--- src/rtl/clock_reset_seq.sv ---
// Clock-enable and reset sequencer: waits for a stable PLL lock, releases per-domain
// resets in staggered order and generates one programmable-divide enable strobe per domain.
module clock_reset_seq #(
  parameter int NUM_CH        = 3,
  parameter int DIV_W         = 8,
  parameter int STABLE_CYCLES = 16,
  parameter int STAGGER       = 4,
  parameter int DEF_DIV       = 0,
  localparam int CIW          = (NUM_CH > 1) ? $clog2(NUM_CH) : 1
) (
  input  logic                   CLK,
  input  logic                   RST,
  input  logic                   locked,
  input  logic                   enq__ENA,
  input  logic [CIW+DIV_W-1:0]   enq__v,
  output logic                   enq__RDY,
  output logic [NUM_CH-1:0]      rst_out,
  output logic [NUM_CH-1:0]      clk_en,
  output logic                   ready,
  output logic                   lock_lost
);

  localparam int SW = $clog2(STABLE_CYCLES + 1);
  localparam int GW = (STAGGER > 1) ? $clog2(STAGGER) : 1;

  typedef enum logic [1:0] {
    WAIT_LOCK,
    STABLE,
    RELEASE,
    RUN
  } state_e;

  state_e              state_q, state_d;
  logic [SW-1:0]       stb_q, stb_d;
  logic [GW-1:0]       stg_q, stg_d;
  logic [CIW-1:0]      idx_q, idx_d;
  logic [NUM_CH-1:0]   rst_out_q, rst_out_d;
  logic                ready_q, ready_d;
  logic                lost_q, lost_d;
  logic                lk_meta_q, lk_s_q;
  logic                rst_state_q;
  logic                rel_now;
  logic [CIW-1:0]      rel_idx;

  logic                wr_en;
  logic [CIW-1:0]      wr_ch;
  logic [DIV_W-1:0]    wr_div;

  assign enq__RDY  = ~rst_state_q & (state_q != RELEASE);
  assign wr_en     = enq__ENA & enq__RDY;
  assign wr_ch     = enq__v[CIW+DIV_W-1:DIV_W];
  assign wr_div    = enq__v[DIV_W-1:0];
  assign rst_out   = rst_out_q;
  assign ready     = ready_q;
  assign lock_lost = lost_q;

  always_ff @(posedge CLK) begin
    if (RST) begin
      state_q     <= WAIT_LOCK;
      stb_q       <= '0;
      stg_q       <= '0;
      idx_q       <= '0;
      rst_out_q   <= '1;
      ready_q     <= 1'b0;
      lost_q      <= 1'b0;
      lk_meta_q   <= 1'b0;
      lk_s_q      <= 1'b0;
      rst_state_q <= 1'b1;
    end else begin
      state_q     <= state_d;
      stb_q       <= stb_d;
      stg_q       <= stg_d;
      idx_q       <= idx_d;
      rst_out_q   <= rst_out_d;
      ready_q     <= ready_d;
      lost_q      <= lost_d;
      lk_meta_q   <= locked;
      lk_s_q      <= lk_meta_q;
      rst_state_q <= 1'b0;
    end
  end

  always_comb begin
    state_d   = state_q;
    stb_d     = stb_q;
    stg_d     = stg_q;
    idx_d     = idx_q;
    rst_out_d = rst_out_q;
    ready_d   = ready_q;
    lost_d    = lost_q;
    rel_now   = 1'b0;
    rel_idx   = idx_q;

    // Losing lock anywhere past WAIT_LOCK overrides any release step in flight.
    if (!lk_s_q && (state_q != WAIT_LOCK)) begin
      state_d   = WAIT_LOCK;
      rst_out_d = '1;
      ready_d   = 1'b0;
      if (!(&rst_out_q)) begin
        lost_d = 1'b1;
      end
    end else begin
      unique case (state_q)
        WAIT_LOCK: begin
          if (lk_s_q) begin
            if (STABLE_CYCLES == 1) begin
              rel_now = 1'b1;
              rel_idx = '0;
            end else begin
              state_d = STABLE;
              stb_d   = SW'(1);
            end
          end
        end
        STABLE: begin
          if (stb_q == SW'(STABLE_CYCLES - 1)) begin
            rel_now = 1'b1;
            rel_idx = '0;
          end else begin
            stb_d = stb_q + SW'(1);
          end
        end
        RELEASE: begin
          if (stg_q == GW'(STAGGER - 1)) begin
            rel_now = 1'b1;
          end else begin
            stg_d = stg_q + GW'(1);
          end
        end
        RUN: begin
        end
        default: state_d = WAIT_LOCK;
      endcase

      if (rel_now) begin
        rst_out_d[rel_idx] = 1'b0;
        idx_d              = rel_idx + CIW'(1);
        stg_d              = '0;
        if (rel_idx == CIW'(NUM_CH - 1)) begin
          state_d = RUN;
          ready_d = 1'b1;
        end else begin
          state_d = RELEASE;
        end
      end
    end
  end

  // Per-domain divider; an index >= NUM_CH matches no channel and is silently absorbed.
  for (genvar gi = 0; gi < NUM_CH; gi++) begin : g_div
    logic [DIV_W-1:0] div_q, div_d;
    logic [DIV_W-1:0] cnt_q, cnt_d;
    logic             hit;
    logic             wr_hit;

    assign hit        = (cnt_q == div_q) & ~rst_out_q[gi];
    assign wr_hit     = wr_en & (wr_ch == CIW'(gi));
    assign clk_en[gi] = hit;

    always_comb begin
      div_d = div_q;
      cnt_d = cnt_q + DIV_W'(1);
      if (rst_out_q[gi] || hit) begin
        cnt_d = '0;
      end
      if (wr_hit) begin
        div_d = wr_div;
        cnt_d = '0;
      end
    end

    always_ff @(posedge CLK) begin
      if (RST) begin
        div_q <= DIV_W'(DEF_DIV);
        cnt_q <= '0;
      end else begin
        div_q <= div_d;
        cnt_q <= cnt_d;
      end
    end
  end

endmodule

--- config.mk ---
export PLATFORM = sky130hd
export DESIGN_NAME = clock_reset_seq
export DESIGN_NICKNAME = d
export VERILOG_FILES = /design/src/rtl/clock_reset_seq.sv
export SDC_FILE = /design/constraint.sdc
export NUM_CORES = 1
export LEC_CHECK = 0
export CORE_MARGIN = 1
export CORE_UTILIZATION = 57
export CTS_CLUSTER_SIZE = 40
export DETAILED_ROUTE_END_ITERATION = 10
export PLACE_DENSITY = 0.85
export SETUP_SLACK_MARGIN = 0.1
export SLEW_MARGIN = 20
export SYNTH_ARGS = -nofsm -noshare
export SYNTH_HDL_FRONTEND = slang
export SYNTH_SLANG_ARGS = --single-unit
--- constraint.sdc ---
create_clock -name CLK -period 3.38 [get_ports CLK]
set_clock_uncertainty 0.2 [all_clocks]
set_input_delay 0.676 -clock CLK [delete_from_list [all_inputs] [get_ports CLK]]
set_output_delay 0.676 -clock CLK [all_outputs]
set_load 0.02 [all_outputs]
==> Yosys cells after proc, flatten, opt, wreduce, memory -nomap -nowiden <==
Index checks and enable logic that the tools add are counted.
{ "totals": {"ff_bits": 67, "latchBits": 0, "ramBits": 0, "mem_bits_ro": 0, "in_bits": 14, "output_inout_bits": 9, "elab_cells": 98, "n_memories": 0} }
{ "op_classes": {"n_addsub": 6, "n_mul": 0, "div_mod_pow": 0, "order_cmp": 2, "n_eq_ne": 14, "n_shift": 0, "mux": 20, "bitwise_logic": 16, "n_reduce_logical": 24} }
{ "op_table": {"columns": ["operator", "count"], "rows": [
  ["8-bit by 1-bit adder with 8-bit output (second input constant)", 3],
  ["8-bit == test", 3],
  ["2-bit 2-to-1 mux", 9],
  ["5-bit 2-to-1 mux", 2],
  ["5-bit case mux with 2 select lines", 1],
  ["2-bit nonzero test", 5],
  ["3-bit OR reduction", 3],
  ["1-bit AND", 8],
  ["2-bit == test (second input constant)", 4],
  ["2-bit AND reduction", 4],
  ["1-bit 2-to-1 mux", 6],
  ["2-bit != test (second input constant)", 3],
  ["1-bit inverter", 6],
  ["3-bit AND reduction", 2],
  ["5-bit by 1-bit adder with 5-bit output (second input constant)", 1],
  ["5-bit by 4-bit == test with 1-bit output (second input constant)", 1],
  ["2-bit by 1-bit adder with 2-bit output (second input constant)", 2],
  ["2-bit by 1-bit == test with 1-bit output (second input constant)", 2],
  ["2-bit logical NOT", 2],
  ["4-bit AND reduction", 1],
  ["3-bit AND", 1],
  ["1-bit logical OR", 3],
  ["2-bit by 3-bit < comparator with 1-bit output (second input constant)", 1],
  ["3-bit inverter", 1],
  ["7 further kinds", 8]
]} }

==> Longest topological paths before layout <==
{ "depth": {"depth_word": 10, "ltp_mapped": 9, "ltp_nobuf": 9} }

==> Worst setup path after synthesis <==
Ideal clock, no wire load.
{ "synth_path": {"path_kind": "flip-flop to output port", "startpoint": "reg g_div[2].cnt_q[5]", "endpoint": "out clk_en[2]", "arrival_time_ps": 1182, "required_ps": 2504, "setup_slack_ps": 1322, "stages_incl_launch_ff": 6, "n_path_buf": 1, "path_cell_list": "dfxtp_1 > xor2_1 > nor4_1 > nand2_1 > nor2_1 > buf_4"} }
{ "synth_between": {"elab_chain_len": 2} }
{ "synth_rtl": {"columns": ["element", "line", "source"], "rows": [
  ["from (decl)", "152", "logic [DIV_W-1:0] cnt_q, cnt_d;"],
  ["from (signal assigned)", "178", "cnt_q <= cnt_d;"],
  ["8-bit == test", "156", "assign hit = (cnt_q == div_q) & ~rst_out_q[gi];"],
  ["1-bit AND", "156", null],
  ["to (decl)", "18", "output logic [NUM_CH-1:0] clk_en,"]
]} }
Every way passes these cells.

==> Worst setup path in the final report <==
{ "layout_path": {"startpoint": "reg g_div[2].cnt_q[3]", "endpoint": "out clk_en[2]"} }
The elaborated chain is that of the path after synthesis.

==> results.md <==
- PortBufs: 22
- Postcts setup bufs: 0
- Max Slew Vio Count: 0
- TritonCTS Buffers: 9
- CTS-repair resized insts: 0
- Syn nets: 348
- Register area share after synthesis: 0.451
- Endpoint, Worst Hold: lk_s_q
- Crit Path Max Fanout: 4
- Wire per inst: 13.9 µm
- First-pass GRT wire length: 9.48 mm
- Final setup violating endpoints: 0
- Synth Register Bits: 67
- Crit Path Class: register to primary output
- I/O pins: 23
- Fin crit period: 3.09 ns
- Place WS: 0.625 ns
- Clock Pin Slew Worst Setup and Hold Paths: 0.07 ns
- Clock buffer depth: 2
- GR Util met1: 0.256
- Die height: 74.3 µm
- Outcome: completed
- Mapped Cells: 322
- GRT met3 Usage: 0.0840
- Worst-Skew Late Latency: 0.35 ns
- Nets: 375
- Met2 usage: 0.413
- Violation count after the first detailed-route iteration: 135
- R2R depth: 7
- Leakage power: 1.52 nW
- Hold_ws: 0.237 ns
- Final HPWL DP: 4.38 mm
- Initial Util: 0.610
- Delay-heaviest family, CP: simple AND/OR/NAND/NOR gates
- Reg2reg start: state_q[0]
- Arrival @ worst endpoint: 2.21 ns
- P&R area growth vs syn: 17.2%
- Layout cell share with drive strength beyond 1: 0.0734
- HP Class: register to register
- Core box area: 4880 µm²
- Largest net degree at the start of global routing: 17
- CTS H-tree lvls: 3
- Power consumption: 1.62 mW
- Drt pass-1 iters: 4
- Initial antenna violation count: 0
- Max Freq: 0.324 GHz
- Slew at the pin with the worst max-slew slack: 0.629 ns
- Vias in the first global route: 2177
- Worst path max stage delay: 0.61 ns
- RSZ-0062 raised after global routing: false
- CTS sink cnt: 67
- Synthesized area: 2980 µm²
- Slew HR: 0.579
- Die X: 74.3 µm
- Reg-to-reg slack, setup: 1.23 ns
- GRT Util Overall: 0.233
- Global placement routability congestion: 0.845
- CTS Root Cell: clkbuf_8
- PD cells: 466 nW/µm²
- Hold_sp: lk_meta_q
- Max-Cap Viols: 0
- Total negative slack: 0 ns
- Std-Cell Rows: 25
- CP Data Required Time: 2.50 ns
- Via density: 5.35
- Period Utilization, post-route: 0.914
- Die ar.: 5510 µm²
- Final worst slack: 0.292 ns
- CTS tree: done
- Netlist cell types: 33
- Peak VDD IR: 0.000417 V
- DRC: 0
- Via count: 2251
- Reg2reg end: g_div[0].cnt_q[2]
- Critical Path End Type: primary output
- Detailed Route WL: 5.87 mm
- Post-DRT Antenna Nets: 0
- Total grt overflow: 0
- CP max stage cell: clkdlybuf4s50_1
- Buf+Inv Stages, Crit Path: 1
- Worst hold stages: 1
- CP Launch Type: register
- Critical path cell sequence: xor2_1 -> nor4_1 -> nand2_1 -> nor2_1 -> clkdlybuf4s50_1
- Cts hold-fix bufs: 0
- Syn Area/Cell: 9.24 µm²
- Yosys warns: 0
- ANT cells: 0
- Final Hold Fails: 0
- Most used routing layer: met2
==> worst max path at each step <==
stage / startpoint / endpoint / slack (ns) / depth (start not counted)
after floorplan: g_div[2].cnt_q[5] / clk_en[2] / 1.32 / 5
after global placement: enq__v[9] / g_div[0].cnt_q[3] / 0.70 / 6
after detailed placement: enq__v[9] / g_div[0].cnt_q[2] / 0.63 / 6
after CTS: g_div[2].cnt_q[5] / clk_en[2] / 0.30 / 5
after global routing: g_div[2].cnt_q[0] / clk_en[2] / 0.19 / 5
final: g_div[2].cnt_q[3] / clk_en[2] / 0.29 / 5
==> state kept, by name, summed over array words and instances, names as in the netlist <==
signal,cells
g_div.cnt_q,24
g_div.div_q,24
stb_q,5
rst_out,3
idx_q,2
state_q,2
stg_q,2
lk_meta_q,1
lk_s_q,1
lock_lost,1
ready,1
rst_state_q,1
==> cell usage in the layout (no fill, tap or decap), drive strengths merged <==
cell           instances
dfxtp                 67
nor2                  50
xor2                  40
nand2                 25
nand3                 24
clkdlybuf4s50         22
mux2i                 18
a21oi                 17
ha                    12
and3                  10
clkbuf                10
nor2b                  7
inv                    6
nor4                   6
xnor2                  4
buf                    4
o21ai                  3
a21o                   3
and2                   2
nor4b                  2
or2                    2
nand3b                 2
a211oi                 2
o211ai                 2
clkinvlp               2
bufinv                 2
a21bo                  2
clkinv                 2
a2111o                 1
a22o                   1
nand4b                 1
a311oi                 1
o21bai                 1
nand4                  1
==> kinds of logic after synthesis <==
kind of cell,Yosys count,share of synthesized area
and+or+nand+nor,132,0.212
buffers and inverters,16,0.0244
DFF,67,0.451
xor gates and xnor gates,44,0.130
adders and majority gates,12,0.0505
AOI/OAI and AO/OA,33,0.0723
muxes,18,0.0606
==> power by group <==
part | internal (mW) | switching, mW
logic | 0.0358 | 0.0434
registers | 0.798 | 0.00675
clock network | 0.435 | 0.304
total | 1.27 | 0.354
==> through the flow <==
| step | area, µm² | std cells | utilization |
|---|---|---|---|
| global route | 3490 | 421 | 0.714 |
| detailed placement | 3260 | 405 | 0.668 |
| global placement | 3260 | 405 | 0.668 |
| finish | 3490 | 421 | 0.714 |
| CTS | 3490 | 421 | 0.714 |
| floorplan | 2980 | 322 | - |
==> layer usage <==
layer	part of all wire	wire (µm)	vias up
li1	-	-	1138
met1	0.43	2550	1062
met2	0.51	3000	43
met3	0.039	229	8
met4	0.015	86	0
met5	0	0	-
==> cell type report <==
cell class | instances | area (µm²)
Clock inverter | 6 | 88.8
Sequential cell | 67 | 1340
Fill cell | 371 | 1390
Multi-Input combinational cell | 239 | 1560
Tap cell | 67 | 83.8
Inverter | 6 | 22.5
Clock buffer | 10 | 138
Timing Repair Buffer | 26 | 250
==> synthesized netlist by cell type <==
master	count	area, µm²
dfxtp_1	67	1340
nor2_1	50	188
xor2_1	40	350
nand2_1	25	93.8
nand3_1	24	120
mux2i_1	18	180
a21oi_1	17	85.1
ha_1	12	150
and3_1	10	62.6
nor2b_1	7	43.8
inv_1	6	22.5
nor4_1	6	37.5
clkbuf_1	5	18.8
xnor2_1	4	35.0
a21o_1	3	22.5
buf_4	3	22.5
o21ai_0	3	15.0
a211oi_1	2	15.0
and2_1	2	12.5
nand3b_1	2	15.0
nor4b_2	2	30.0
o211ai_1	2	15.0
or2_2	2	12.5
a2111o_1	1	11.3
a21bo_2	1	10.0
a21bo_4	1	16.3
a22o_1	1	8.76
a311oi_1	1	8.76
buf_1	1	3.75
buf_2	1	5.00
nand4_1	1	6.26
nand4b_1	1	8.76
o21bai_1	1	7.51
Power figures use the tool's default switching activity.
==> RTL change, RTL diff (config.mk and constraints unchanged) <==
Re-encode `state_e` (4 states) as one-hot, 4 bits wide.
--- a/src/rtl/clock_reset_seq.sv
+++ b/src/rtl/clock_reset_seq.sv
@@ -24,9 +24,9 @@
   localparam int GW = (STAGGER > 1) ? $clog2(STAGGER) : 1;
 
-  typedef enum logic [1:0] {
-    WAIT_LOCK,
-    STABLE,
-    RELEASE,
-    RUN
+  typedef enum logic [3:0] {
+    WAIT_LOCK = 4'b0001,
+    STABLE    = 4'b0010,
+    RELEASE   = 4'b0100,
+    RUN       = 4'b1000
   } state_e;
 
Behaviour: no difference found for any inputs over 10 cycles, from zero or initial values and one cycle with RST high; not proved beyond that.
==> RTL change against the unedited design <==
- sequential cell count up 2
- setup slack better by 45 ps
- register-to-register slack worse by 40 ps
- total power down 3.4%
- cell area up 4.1%
- area after synthesis up 6.1%
- largest power group unchanged
- wire length up 0.44%
- maximum frequency up 1.5%
- critical endpoint unchanged
==> RTL change: results (changes against the unedited design) <==
| Metric | Value |
|---|---|
| Status | `finished, final reports clean` |
| Post-Synth Adder-Cell Area | `3.569% (-1.5 points)` |
| Unique masters post-synth | `41 (+24%)` |
| VDD IR max | `376.1 uV (-9.9%)` |
| Reg2reg end | `state_q[2]` |
| Compound-gate portion of the synthesized area | `6.027% (-1.2 points)` |
| NonClk Buf Share | `7.103% (-0.075 points)` |
| Post-synth top cells | `dfxtp_1 (69), nor2_1 (65), xor2_1 (41), mux2i_1 (24), nand3_1 (17)` |
| Top post-synthesis cells by area | `dfxtp_1 (44%), xor2_1 (11%), nor2_1 (7.7%)` |
| Synth Instances | `331 (+2.8%)` |
| First DRT Iteration DRCs | `147 (+8.9%)` |
| Clk tree area frac | `5.483% (-1.0 points)` |
| Placed cell area | `0.003430 mm^2 (+5.2%)` |
| Placed insts | `414 (+2.2%)` |
| Routed WL per cell | `13.70 um (-1.7%)` |
| Multi-input comb cells | `241 (+0.84%)` |
| Post-synthesis net count | `354 (+1.7%)` |
| Fin Hold WS | `259.1 ps (+22.47 ps)` |
| Worst hold endpoint | `state_q[0]` |
| Global Route Usage Sum | `22.00% (-1.3 points)` |
| Register Area | `0.001381 mm^2 (+3.0%)` |
| Number of global-route vias before repair | `2273 (+4.4%)` |
| XOR/XNOR Fraction of Synth Area | `12.77% (-0.18 points)` |
| Final Non-Filler Cells | `430 (+2.1%)` |
| Sequential share of the synthesized area | `43.77% (-1.3 points)` |
| Reg-to-Reg Start | `stb_q[0]` |
| CP Launch Point | `g_div[2].cnt_q[0]` |
| Nets | `378 (+0.80%)` |
| Via density | `5.330 (-0.31%)` |
| DP Worst Slack | `706.0 ps (+80.86 ps)` |
| Multi-input combinational area share | `46.21% (+1.4 points)` |
| Crit Path Max Fanout | `6 (+2)` |
| Core Region | `0.005205 mm^2 (+6.7%)` |
| Min-Delay Startpoint | `lk_s_q` |
| Worst rel slew slack | `56.23% (-1.7 points)` |
| # clk buffers | `9 (-1)` |
RTL change: changes by cell type after synthesis, moves of 4 or more:
| cell | unedited run | this run |
|---|---|---|
| nand2_1 | 25 | 9 |
| nor2_1 | 50 | 65 |
| a21oi_1 | 17 | 5 |
| nand3_1 | 24 | 17 |
| mux2i_1 | 18 | 24 |
| nand2b_1 | 0 | 4 |
RTL change: logic make-up after synthesis:
kind of cell,after synthesis
muxes,25
xor gates and xnor gates,46
buffers and inverters,21
adders and majority gates,9
and+or+nand+nor,137
DFF,69
AOI/OAI and AO/OA,24
RTL change: layer usage:
| metal | part of all wire, % | GRT usage [%] |
|---|---|---|
| met1 | 46 | 25.56 |
| met2 | 49 | 37.93 |
| met3 | 3.9 | 6.587 |
| met4 | 1.0 | 8.269 |
| met5 | 0 | 0 |
RTL change: where the power goes:
part	switching (mW)	internal (mW)	total, mW
clock network	0.320	0.343	0.662
registers	0.00851	0.822	0.830
logic	0.0384	0.0375	0.0759
total	0.367	1.20	1.57
